===== src/rtl/extended_binary_gcd_inv.sv =====
// Multi-cycle extended binary GCD engine with start/done handshake.
// Produces gcd(x,y), signed Bezout coefficients (a*x + b*y = gcd) and the
// normalised modular inverse x^-1 mod y when gcd == 1.
module extended_binary_gcd_inv #(
  parameter int WORD_WIDTH = 32
) (
  input  logic                           clk,
  input  logic                           reset,
  input  logic                           start,
  input  logic        [WORD_WIDTH-1:0]   x,
  input  logic        [WORD_WIDTH-1:0]   y,
  output logic                           ready,
  output logic                           done,
  output logic                           error,
  output logic        [WORD_WIDTH-1:0]   gcd_result,
  output logic signed [WORD_WIDTH+1:0]   coeff_i,
  output logic signed [WORD_WIDTH+1:0]   coeff_j,
  output logic        [WORD_WIDTH-1:0]   inv_result,
  output logic                           inv_valid
);

  localparam int COEFF_WIDTH = WORD_WIDTH + 2;
  localparam int EXT_WIDTH   = COEFF_WIDTH + 1;
  localparam int K_WIDTH     = (WORD_WIDTH > 2) ? $clog2(WORD_WIDTH) : 1;

  typedef enum logic [2:0] {
    IDLE, CHECK, STRIP, U_EVEN, V_EVEN, SUB, NORM, DONE
  } state_t;

  state_t state, state_next;

  // Working registers: x'/y' after common-factor stripping, u/v reduction
  // pair, coefficient quadruple and the inverse being normalised.
  logic        [WORD_WIDTH-1:0]  xs, ys, u, v;
  logic signed [COEFF_WIDTH-1:0] a, b, c, d, t;
  logic        [K_WIDTH-1:0]     k;

  logic                          accept;
  logic                          operand_zero;
  logic                          gcd_one;
  logic                          t_in_range;
  logic                          norm_exit;
  logic signed [EXT_WIDTH-1:0]   y_add, x_sub;
  logic signed [COEFF_WIDTH-1:0] ys_ext;

  // Halve an even quantity (val + adj); the sum is formed one bit wider
  // so the intermediate cannot overflow before the arithmetic shift.
  function automatic logic signed [COEFF_WIDTH-1:0] halve(
    input logic signed [COEFF_WIDTH-1:0] val,
    input logic signed [EXT_WIDTH-1:0]   adj
  );
    logic signed [EXT_WIDTH-1:0] s;
    s = $signed({val[COEFF_WIDTH-1], val}) + adj;
    return COEFF_WIDTH'(s >>> 1);
  endfunction

  assign accept       = start & ready;
  assign operand_zero = (xs == '0) || (ys == '0);
  assign gcd_one      = (v == WORD_WIDTH'(1)) && (k == '0);
  assign ys_ext       = $signed({2'b00, ys});
  assign t_in_range   = !t[COEFF_WIDTH-1] && (t < ys_ext);
  assign norm_exit    = !gcd_one || t_in_range;
  assign y_add        = $signed({3'b000, ys});
  assign x_sub        = -$signed({3'b000, xs});

  // State register.
  always_ff @(posedge clk or negedge reset) begin
    if (!reset) state <= IDLE;
    else        state <= state_next;
  end

  // Next-state logic and the ready indication.
  always_comb begin
    state_next = state;
    ready      = 1'b0;
    case (state)
      IDLE, DONE: begin
        ready = 1'b1;
        if (start) state_next = CHECK;
      end
      CHECK:   state_next = operand_zero ? DONE : STRIP;
      STRIP:   if (xs[0] | ys[0]) state_next = U_EVEN;
      U_EVEN:  if (u[0]) state_next = V_EVEN;
      V_EVEN:  if (v[0]) state_next = SUB;
      SUB:     state_next = (u == v) ? NORM : U_EVEN;
      NORM:    if (norm_exit) state_next = DONE;
      default: state_next = IDLE;
    endcase
  end

  // Iterative datapath: operand capture, stripping, halving, subtraction
  // and inverse normalisation, one step per cycle.
  always_ff @(posedge clk) begin
    case (state)
      IDLE, DONE: begin
        if (accept) begin
          xs <= x;
          ys <= y;
        end
      end
      CHECK: k <= '0;
      STRIP: begin
        if (!xs[0] && !ys[0]) begin
          xs <= xs >> 1;
          ys <= ys >> 1;
          k  <= k + 1'b1;
        end else begin
          u <= xs;
          v <= ys;
          a <= COEFF_WIDTH'(1);
          b <= '0;
          c <= '0;
          d <= COEFF_WIDTH'(1);
        end
      end
      U_EVEN: begin
        if (!u[0]) begin
          u <= u >> 1;
          a <= halve(a, (a[0] | b[0]) ? y_add : '0);
          b <= halve(b, (a[0] | b[0]) ? x_sub : '0);
        end
      end
      V_EVEN: begin
        if (!v[0]) begin
          v <= v >> 1;
          c <= halve(c, (c[0] | d[0]) ? y_add : '0);
          d <= halve(d, (c[0] | d[0]) ? x_sub : '0);
        end
      end
      SUB: begin
        if (u >= v) begin
          u <= u - v;
          a <= a - c;
          b <= b - d;
          t <= c;
        end else begin
          v <= v - u;
          c <= c - a;
          d <= d - b;
        end
      end
      NORM: begin
        if (!norm_exit) t <= t[COEFF_WIDTH-1] ? (t + ys_ext) : (t - ys_ext);
      end
      default: ;
    endcase
  end

  // Result registers and done pulse; results hold until the next run finishes.
  always_ff @(posedge clk or negedge reset) begin
    if (!reset) begin
      done       <= 1'b0;
      error      <= 1'b0;
      gcd_result <= '0;
      coeff_i    <= '0;
      coeff_j    <= '0;
      inv_result <= '0;
      inv_valid  <= 1'b0;
    end else begin
      done <= 1'b0;
      if (state == CHECK && operand_zero) begin
        done       <= 1'b1;
        error      <= 1'b1;
        gcd_result <= '0;
        coeff_i    <= '0;
        coeff_j    <= '0;
        inv_result <= '0;
        inv_valid  <= 1'b0;
      end else if (state == NORM && norm_exit) begin
        done       <= 1'b1;
        error      <= 1'b0;
        gcd_result <= v << k;
        coeff_i    <= c;
        coeff_j    <= d;
        inv_result <= gcd_one ? t[WORD_WIDTH-1:0] : '0;
        inv_valid  <= gcd_one;
      end
    end
  end

endmodule


===== config.mk =====
export PLATFORM = sky130hd
export DESIGN_NAME = extended_binary_gcd_inv
export DESIGN_NICKNAME = d
export VERILOG_FILES = /design/src/rtl/extended_binary_gcd_inv.sv
export SDC_FILE = /design/constraint.sdc
export NUM_CORES = 2
export LEC_CHECK = 0
export ABC_AREA = 0
export BUFFER_PORTS_ARGS = -buffer_cell sky130_fd_sc_hd__buf_2
export CAP_MARGIN = 0
export CORE_ASPECT_RATIO = 1.1
export CORE_MARGIN = 2
export CORE_UTILIZATION = 45
export DETAILED_ROUTE_END_ITERATION = 12
export PLACE_DENSITY = 0.65
export SLEW_MARGIN = 40
export SYNTH_ARGS = -nofsm -noshare
export SYNTH_HDL_FRONTEND = slang
export SYNTH_SLANG_ARGS = --single-unit

===== constraint.sdc =====
create_clock -name clk -period 9.3 [get_ports clk]
set_clock_uncertainty 0.05 [all_clocks]
set_input_delay 1.395 -clock clk [delete_from_list [all_inputs] [get_ports clk]]
set_output_delay 1.395 -clock clk [all_outputs]
set_load 0.01 [all_outputs]

==> results.toml <==
[outcome]
status = "finished clean"

[yosys]
synth-seq-cells = 441
yosysSeqAreaShare_pct = 30.80
yosysUniqueCellTypes = 86
syn_area_mm2 = 0.04075
syn_nets = 5340
synth-main-ff-cell = "edfxtp_1"
syn-mean-instance-area_um2 = 8.373
yosysWarnings = 0
syn_inst = 4867
synth-edff-count = 303
postSynth.asyncResetShare_pct = 31.29

[global_route]
overflow = 0
grt_usage_pct = 29.96
grt_pass1_wl_um = 217200
antenna_found_initial = 4
grt_max_degree = 107
first_global_vias = 35910

[routing]
dr.pass1.iters = 7
drt-initial-drc-count = 3765
via_per_inst = 6.159
drc = 0
ant_nets = 0
wl_per_cell_um = 23.50
wirelength_um = 143600
via_count = 37640

[critical_path]
path_cells = "inv_1 -> ha_1 -> inv_1 -> fa_1 -> a221o_1 -> a221o_1 -> o311a_4 -> a311oi_4 -> o21bai_2 -> a21oi_2 -> o211ai_2 -> a21oi_4 -> buf_4 -> buf_4"
critPathSlowestCell = "buf_4"
reg2regPathDepth = 14
rrSetupSlack_ps = 3300
worstPathArrival_ps = 6200
crit_type = "flop to flop"
startpoint_type = "flop"
cp.required_ps = 9500
critPathMaxFanout = 45
critPathMaxStageDelay_ps = 650
critPathBufInv = 4
crit_family = "compound AO/OA/AOI/OAI gates"
worstSetupEndpointType = "flop"
cp.depth = 14

[finish]
num-fill-cells = 8723
drive_gt1_share_pct = 8.600
areaGrowthSynthToFinish_pct = 9.229
diodes = 0
fin_nets = 5370
final_cell_mix = "434 x nand2_1, 400 x o21ai_0, 394 x ha_1, 393 x a21oi_1, 386 x nor2_1"
final_common_cell = "nand2_1"

[sta]
rsz0062_at_grt = "no"
relSlewSlack_pct = 38.20
hold_viol = 0
whs_ps = 431.7
fmax_ghz = 0.1668
setup_viol = 0
fin_crit_sh_pct = 64.47
fin_crit_ps = 5996
fin_tns_setup_ps = 0
final-max-slew-violation-count = 0
tightest_slew_ps = 927.0

[placement]
gp_congestion = 0.9821
port_buffers = 202
dpl.hpwl_um = 110000

[cts]
htreeDepth = 2
clock_latency_ps = 660
cts_root_buffer = "clkbuf_16"
cts.sinks = 441
post-cts-setup-buffer-count = 0
cts_buffers = 54
cts.repair.resized = 0
cts_buffer_depth = 3
hold_buffers = 0
cts_tree = "yes"
cts.clk_slew.worst_paths_ps = 60

[die]
start_util_pct = 45.46
die_y_um = 319.6
die_area_mm2 = 0.09299
die_w_um = 290.9
ios = 203
rows = 115
core_mm2 = 0.08964

[worst_hold_path]
hp-class = "flop to flop"
whs_path_depth = 1

[run]
drv_cap = 0
-- sequential cells by signal (all words and copies together) (netlist names), 34 cells and up --
| register | flops |
|---|---|
| b | 34 |
| d | 34 |
| t | 34 |
| coeff_i | 34 |
| a | 34 |
| c | 34 |
| coeff_j | 34 |
-- per-layer routing --
metal,up-vias,global-route usage [%],wire (um)
met5,-,0,13
li1,17730,-,-
met4,2,12.57,6598
met2,1501,49.84,67110
met3,277,3.982,10340
met1,18140,39.18,59580
-- cells in the mapped netlist (20+ instances only) --
master	number	area, um2
a31oi_1	40	250.2
nand2_1	437	1640
edfxtp_1	303	9099
and3_1	47	294.0
dfrtp_1	138	3453
a211oi_1	38	285.3
xnor2_1	206	1804
a22oi_1	52	390.4
nor2b_1	47	294.0
nor2_1	391	1468
o22ai_1	118	738.2
mux4_2	27	608.1
nor4_1	33	206.5
nor3_1	66	330.3
o211ai_1	25	187.7
o21ai_0	401	2007
or3_1	21	131.4
ha_1	394	4930
nand4_1	41	256.5
clkbuf_1	222	833.3
xor2_1	149	1305
mux2i_1	20	200.2
o21bai_1	59	442.9
inv_1	341	1280
a21oi_1	395	1977
o21a_1	51	382.9
buf_1	22	82.58
a21o_1	186	1396
and2_1	24	150.1
o31ai_1	37	277.8
nand3_1	158	790.8
nand2b_1	55	344.1
a22o_1	37	324.1
-- final timing paths --
check / from / to
setup / recovery: u[0] / c[24]
hold reg to reg: inv_valid / inv_valid
hold / removal: inv_valid / inv_valid
min in group asynchronous: reset / coeff_i[17]
setup reg to reg: u[0] / c[24]
max in group asynchronous: reset / coeff_j[0]
-- stage by stage --
step / util [%] / cells / setup slack [ps] / cell area (um2)
2_1_floorplan: - / 4867 / 770.9 / 40750
3_3_place_gp: 47.49 / 6008 / 3246 / 42570
3_5_place_dp: 47.55 / 6009 / 3399 / 42620
4_1_cts: 49.59 / 6110 / 3365 / 44460
5_1_grt: 49.66 / 6112 / 3057 / 44510
6_report: 49.66 / 6112 / 3304 / 44510
-- logic make-up (layout without fill, tap and decap cells) --
| logic type | count (synthesis) | in the layout | share of synthesized area, % |
|---|---|---|---|
| AOI/OAI and AO/OA | 1624 | 1624 | 25.47 |
| xor gates and xnor gates | 355 | 355 | 7.629 |
| adders and majority gates | 406 | 406 | 12.69 |
| buffers and inverters | 611 | 686 | 5.729 |
| DFF | 441 | 441 | 30.80 |
| muxes | 51 | 51 | 2.094 |
| and+or+nand+nor | 1379 | 1379 | 15.59 |
-- final cells by class --
class | instances | area [um2] | share of cell area (%)
multi-input cells | 3815 | 26000 | 58.42
flip-flops and latches | 441 | 12550 | 28.20
well taps | 1170 | 1464 | 3.289
clock buffers | 67 | 1461 | 3.283
repair buffers | 240 | 1366 | 3.069
inverters | 345 | 1295 | 2.909
clock inverters | 34 | 370.4 | 0.8320
Power is not shown: default switching activity piles up to over one toggle a cycle in this logic, so the estimate is an artifact.
